### src/rtl/hdmi_fb_pkg.sv
// Shared types and helpers for the HDMI frame-buffer read scheduler.
package hdmi_fb_pkg;

    // Width of the per-frame word counter; holds an 11 x 11 bit product.
    localparam int WORDS_W = 22;

    // Sequencer states.
    typedef enum logic [2:0] {
        IDLE  = 3'd0,
        FLUSH = 3'd1,
        CHECK = 3'd2,
        REQ   = 3'd3,
        WAIT  = 3'd4,
        DONE  = 3'd5
    } state_t;

    // Length of the next burst: the remaining word count, capped at the burst limit.
    function automatic logic [7:0] burst_len(input logic [WORDS_W-1:0] words,
                                             input int                 max_len);
        logic [31:0] cap;
        cap = 32'(max_len);
        if (32'(words) < cap) begin
            return words[7:0];
        end
        return cap[7:0];
    endfunction

endpackage

### src/rtl/hdmi_fb_rd_scheduler.sv
// Per-frame read sequencer: flushes the HDMI read FIFO at each frame start,
// then walks the frame buffer linearly with one outstanding burst at a time,
// holding off requests while the FIFO lacks room for the next burst.
module hdmi_fb_rd_scheduler
    import hdmi_fb_pkg::*;
#(
    parameter int ADDR_W     = 24,
    parameter int BURST_LEN  = 64,
    parameter int FIFO_DEPTH = 1024,
    parameter int LVL_W      = 11,
    parameter int FLUSH_CYC  = 4
) (
    input  logic              pixel_clk,
    input  logic              sys_rst,
    input  logic              video_vs,
    input  logic [10:0]       h_disp,
    input  logic [10:0]       v_disp,
    input  logic [ADDR_W-1:0] frame_base,
    input  logic [LVL_W-1:0]  fifo_level,
    input  logic              fifo_empty,
    input  logic              rd_en,
    output logic              fifo_flush,
    output logic              rd_req,
    output logic [ADDR_W-1:0] rd_addr,
    output logic [7:0]        rd_len,
    input  logic              rd_ack,
    input  logic              rd_done,
    output logic              busy,
    output logic              frame_done,
    output logic [15:0]       underrun_cnt
);

    localparam int FC_W = (FLUSH_CYC > 1) ? $clog2(FLUSH_CYC) : 1;

    state_t               state_q;
    state_t               state_d;
    logic                 vs_d;
    logic                 frame_edge;
    logic [FC_W-1:0]      flush_cnt_q;
    logic                 flush_last;
    logic [WORDS_W-1:0]   words_q;
    logic [ADDR_W-1:0]    addr_q;
    logic [7:0]           len_q;
    logic [7:0]           cur_len;
    logic                 level_ok;
    logic                 pend_q;
    logic [15:0]          underrun_q;

    assign frame_edge = video_vs & ~vs_d;
    assign flush_last = (flush_cnt_q == FC_W'(FLUSH_CYC - 1));
    assign cur_len    = burst_len(words_q, BURST_LEN);
    assign level_ok   = (32'(fifo_level) + 32'(cur_len)) <= 32'(FIFO_DEPTH);

    assign fifo_flush   = (state_q == FLUSH);
    assign rd_req       = (state_q == REQ);
    assign rd_addr      = addr_q;
    assign rd_len       = len_q;
    assign busy         = (state_q != IDLE);
    assign frame_done   = (state_q == DONE);
    assign underrun_cnt = underrun_q;

    // State register plus the vsync delay used for rising-edge detection.
    always_ff @(posedge pixel_clk or posedge sys_rst) begin
        if (sys_rst) begin
            state_q <= IDLE;
            vs_d    <= 1'b0;
        end else begin
            state_q <= state_d;
            vs_d    <= video_vs;
        end
    end

    // Next-state logic; a new frame start always wins unless a burst is in flight.
    always_comb begin
        state_d = state_q;
        case (state_q)
            IDLE: begin
                if (frame_edge) state_d = FLUSH;
            end
            FLUSH: begin
                if (frame_edge)      state_d = FLUSH;
                else if (flush_last) state_d = CHECK;
            end
            CHECK: begin
                if (frame_edge)          state_d = FLUSH;
                else if (words_q == '0)  state_d = DONE;
                else if (level_ok)       state_d = REQ;
            end
            REQ: begin
                if (rd_ack)          state_d = WAIT;
                else if (frame_edge) state_d = FLUSH;
            end
            WAIT: begin
                if (rd_done) begin
                    if (pend_q || frame_edge) state_d = FLUSH;
                    else if (words_q == '0)   state_d = DONE;
                    else                      state_d = CHECK;
                end
            end
            DONE: begin
                state_d = frame_edge ? FLUSH : IDLE;
            end
            default: state_d = IDLE;
        endcase
    end

    // Flush timing, per-frame address/word bookkeeping and the pending-restart flag.
    always_ff @(posedge pixel_clk or posedge sys_rst) begin
        if (sys_rst) begin
            flush_cnt_q <= '0;
            words_q     <= '0;
            addr_q      <= '0;
            len_q       <= '0;
            pend_q      <= 1'b0;
        end else begin
            if (state_d == FLUSH && (state_q != FLUSH || frame_edge)) begin
                flush_cnt_q <= '0;
            end else if (state_q == FLUSH && !flush_last) begin
                flush_cnt_q <= flush_cnt_q + FC_W'(1);
            end

            if (state_q == FLUSH && flush_cnt_q == '0) begin
                words_q <= {11'd0, h_disp} * {11'd0, v_disp};
                addr_q  <= frame_base;
            end else if (state_q == REQ && rd_ack) begin
                words_q <= words_q - WORDS_W'(len_q);
                addr_q  <= addr_q + ADDR_W'(len_q);
            end

            if (state_q == CHECK && state_d == REQ) begin
                len_q <= cur_len;
            end

            if (state_d == FLUSH) begin
                pend_q <= 1'b0;
            end else if (frame_edge && (state_q == WAIT || (state_q == REQ && rd_ack))) begin
                pend_q <= 1'b1;
            end
        end
    end

    // Saturating count of display reads that found the FIFO empty.
    always_ff @(posedge pixel_clk or posedge sys_rst) begin
        if (sys_rst) begin
            underrun_q <= '0;
        end else if (rd_en && fifo_empty && underrun_q != 16'hFFFF) begin
            underrun_q <= underrun_q + 16'd1;
        end
    end

endmodule
### config.mk
export PLATFORM = sky130hd
export DESIGN_NAME = hdmi_fb_rd_scheduler
export DESIGN_NICKNAME = d
export VERILOG_FILES = /design/src/rtl/hdmi_fb_pkg.sv /design/src/rtl/hdmi_fb_rd_scheduler.sv
export SDC_FILE = /design/constraint.sdc
export NUM_CORES = 1
export LEC_CHECK = 0
export CAP_MARGIN = 10
export CORE_MARGIN = 2
export CORE_UTILIZATION = 50
export DETAILED_ROUTE_END_ITERATION = 8
export PLACE_DENSITY_LB_ADDON = 0.25
export SYNTH_ARGS = -nofsm -noshare
export SYNTH_HDL_FRONTEND = slang
export SYNTH_SLANG_ARGS = --single-unit
### constraint.sdc
create_clock -name pixel_clk -period 4.7 [get_ports pixel_clk]
set_clock_uncertainty 0.1 [all_clocks]
set_input_delay 1.175 -clock pixel_clk [delete_from_list [all_inputs] [get_ports pixel_clk]]
set_output_delay 1.175 -clock pixel_clk [all_outputs]
set_load 0.01 [all_outputs]
==> impl_metrics.ini <==
[outcome]
outcome = finished, violations left
violations = setup timing

[placement]
hpwl_um = 17700
routabilityCongestion = 0.852
dp.cells = 1397
portBuffers = 115

[critical_path]
crit_path_end_kind = register
critPathSlowestCell = fa_2
slowest_delay_ns = 0.56
cp_cell_sequence = buf_4, buf_6, nand2_2, fa_2, inv_1, fa_2, fa_2, fa_2, fa_2, ha_4, and2_4, o21a_1, a41o_1, o211a_1, o21ai_2, and3_1, o31ai_1
cp.required_ns = 4.81
critPathKind = primary input to register
worstSetupStartpointType = primary input
path_buf_inv = 3
crit_path_frequent_cell = fa_2
critPathMaxFanout = 5
cp.arrival_ns = 5.55
cp_top_family = adder cells

[timing]
max_slew_margin_pct = 33.9
finalSetupViolCount = 15
hold_slack_ns = 0.406
fin_crit_sh_pct = 116
rsz0062_at_grt = yes
layout_setup_ws_ns = -0.742
min_period_ns = 5.44
worstMarginPinSlew_ns = 0.985
tns_ns = -7.57
report.final.slew_viol_count = 0
fmax_mhz = 184
hold_viol = 0

[power_and_ir_drop]
powerDensity_nw_per_um2 = 584
vdd_ir_drop_max_uv = 408
p_leak_nw = 5.61

[synth]
yosys.cell_types.count = 67
synthSimpleGateAreaFrac_pct = 20.4
ys_warn_count = 0
ys.flop_type = dfrtp_1
muxShareOfSynthArea_pct = 2.16
ys_ff_latch = 77
synth_adder_area_share_pct = 30.8
synthesis.nets = 1258
syn_area_um2 = 8940
synthTopCellsByArea = dfrtp_1 22%, fa_1 19%, ha_1 12%
ys_seq_area_share_pct = 21.6
postSynthAreaPerCell_um2 = 8.73
yosys.area.top_type = dfrtp_1
synthCells = 1024
async_flop_share_pct = 100
synth_top_family_by_area = adder cells
synth_xor_xnor_area_share_pct = 5.68
synth_compound_area_share_pct = 12.4
yosysTopAreaCellShare_pct = 21.6
synth_edf_count = 0

[clocking]
htree_levels = 3
tritoncts = yes
clk_pin_slew_ns = 0.06
clk_latency_ns = 0.34
cts_buffer_depth = 2
numCtsBuffers = 9
cts_root_buffer = clkbuf_16
ctsHoldBuffers = 0
cts.sinks = 77

[die]
die_h_um = 138
die_x_um = 138
num_rows = 48
start_util_pct = 51.3
die-area_um2 = 19000
core_area_um2 = 17400
io-pin-count = 116

[detailed_routing]
first_pass_iters = 5
drc = 0
wl_per_cell_um = 16.2
antenna_left = 0
vias_per_cell = 5.58
finalWirelength_um = 23300
num_vias = 8024
first_iter_violations = 383

[final_layout]
diodes = 0
area_growth_pct = 33.8
drive_gt1_share_pct = 21.1
fin_nets = 1443
final_cells = 1439

[grt]
track_usage_pct = 25.0
grt_max_degree = 31
grt_pass1_vias = 7877
grt_pass1_wl_um = 37800
grt-ovfl-total = 0
antenna_found_initial = 0

[flow_run]
drv_cap = 0

[min_path]
hold_path_class = register to register
==> layout make-up <==
cell class,instances,area [µm²]
clock inverter,6,159
inverter,124,465
sequential,77,1930
fill,1349,5460
multi-input combinational,782,6870
tap,225,282
clock buffer,10,229
timing repair buffer,215,2030
==> what timing repair did <==
action / in CTS / in global routing
setup endpoints to repair: 17 / 23
pin swaps: 60 / 68
setup buffers: 23 / 7
endpoints found under the hold margin: 0 / 0
gates cloned: 1 / 0
gates resized for setup: 144 / 78
==> registers in the layout, indices dropped and copies added, names as in the netlist <==
| register | cells |
|---|---|
| words_q | 22 |
| state_q | 3 |
| vs_d | 1 |
| rd_len | 8 |
| underrun_cnt | 16 |
| flush_cnt_q | 2 |
| rd_addr | 24 |
| pend_q | 1 |
==> per-stage QoR <==
step / worst slack (ns) / utilization, % / instance area [µm²] / power, W
after floorplan: -0.838 / - / 9360 / 0.00413
after global placement: -1.63 / 63.2 / 11000 / 0.00536
after detailed placement: -1.66 / 63.2 / 11000 / 0.00548
after CTS: -0.881 / 67.5 / 11800 / 0.00671
after global routing: -0.874 / 68.7 / 12000 / 0.00757
final: -0.742 / 68.7 / 12000 / 0.00698
==> logic make-up (layout without fill, tap and decap cells) <==
| logic type | count (synthesis) | count (layout) |
|---|---|---|
| AOI/OAI and AO/OA | 174 | 174 |
| xor gates and xnor gates | 58 | 58 |
| adders and majority gates | 170 | 170 |
| buffers and inverters | 165 | 355 |
| DFF | 77 | 77 |
| muxes | 16 | 16 |
| other | 1 | 1 |
| and+or+nand+nor | 363 | 363 |
==> per-layer routing <==
metal | vias to the layer above | global-route usage (%) | part of all wire [%]
met5 | - | 0 | 0
met2 | 233 | 41.9 | 49
met4 | 0 | 6.80 | 1.7
li1 | 3796 | - | -
met3 | 34 | 3.46 | 4.9
met1 | 3961 | 34.2 | 44
==> placed cells by master (no fill, tap or decap), types with 11 or more instances in the layout <==
master / n
a21oi_1: 31
a31oi_1: 11
and2_1: 52
buf_4: 81
buf_6: 27
clkdlybuf4s50_1: 95
dfrtp_1: 77
fa_1: 71
fa_2: 12
ha_1: 72
ha_4: 13
inv_1: 108
inv_2: 16
nand2_1: 110
nand3_1: 20
nor2_1: 52
nor3_1: 16
nor4_1: 13
o211ai_1: 12
o21ai_0: 35
xnor2_1: 35
xor2_1: 22
==> power by group <==
part / switching (W) / internal (W) / total (W)
Combinational: 0.00245 / 0.00243 / 0.00488
Clock: 0.000281 / 0.000628 / 0.000908
Sequential: 0.000278 / 0.000919 / 0.00120
==> worst paths after layout <==
check | startpoint | end | slack (ns) | cells past startpoint
hold reg to reg | underrun_cnt[9]$_DFFE_PP0P_ | underrun_cnt[9]$_DFFE_PP0P_ | 0.41 | 1
max in group asynchronous | sys_rst | words_q[21]$_DFFE_PP0P_ | 2.49 | 3
min in group asynchronous | sys_rst | underrun_cnt[5]$_DFFE_PP0P_ | 1.18 | 2
setup / recovery | h_disp[3] | words_q[20]$_DFFE_PP0P_ | -0.74 | 17
hold / removal | underrun_cnt[9]$_DFFE_PP0P_ | underrun_cnt[9]$_DFFE_PP0P_ | 0.41 | 1
setup reg to reg | words_q[10]$_DFFE_PP0P_ | rd_len[2]$_DFFE_PP0P_ | 0.28 | 14
==> cell usage after synthesis (all sizes together), types with 13 or more instances <==
library cell	n
o21ai	49
nor4	13
and2	61
xor2	23
fa	83
nand2	130
nor2	55
dfrtp	77
a31oi	14
ha	87
xnor2	35
nand3	20
a21oi	39
inv	124
nor3	18
clkbuf	37
Power figures use the tool's default switching activity.
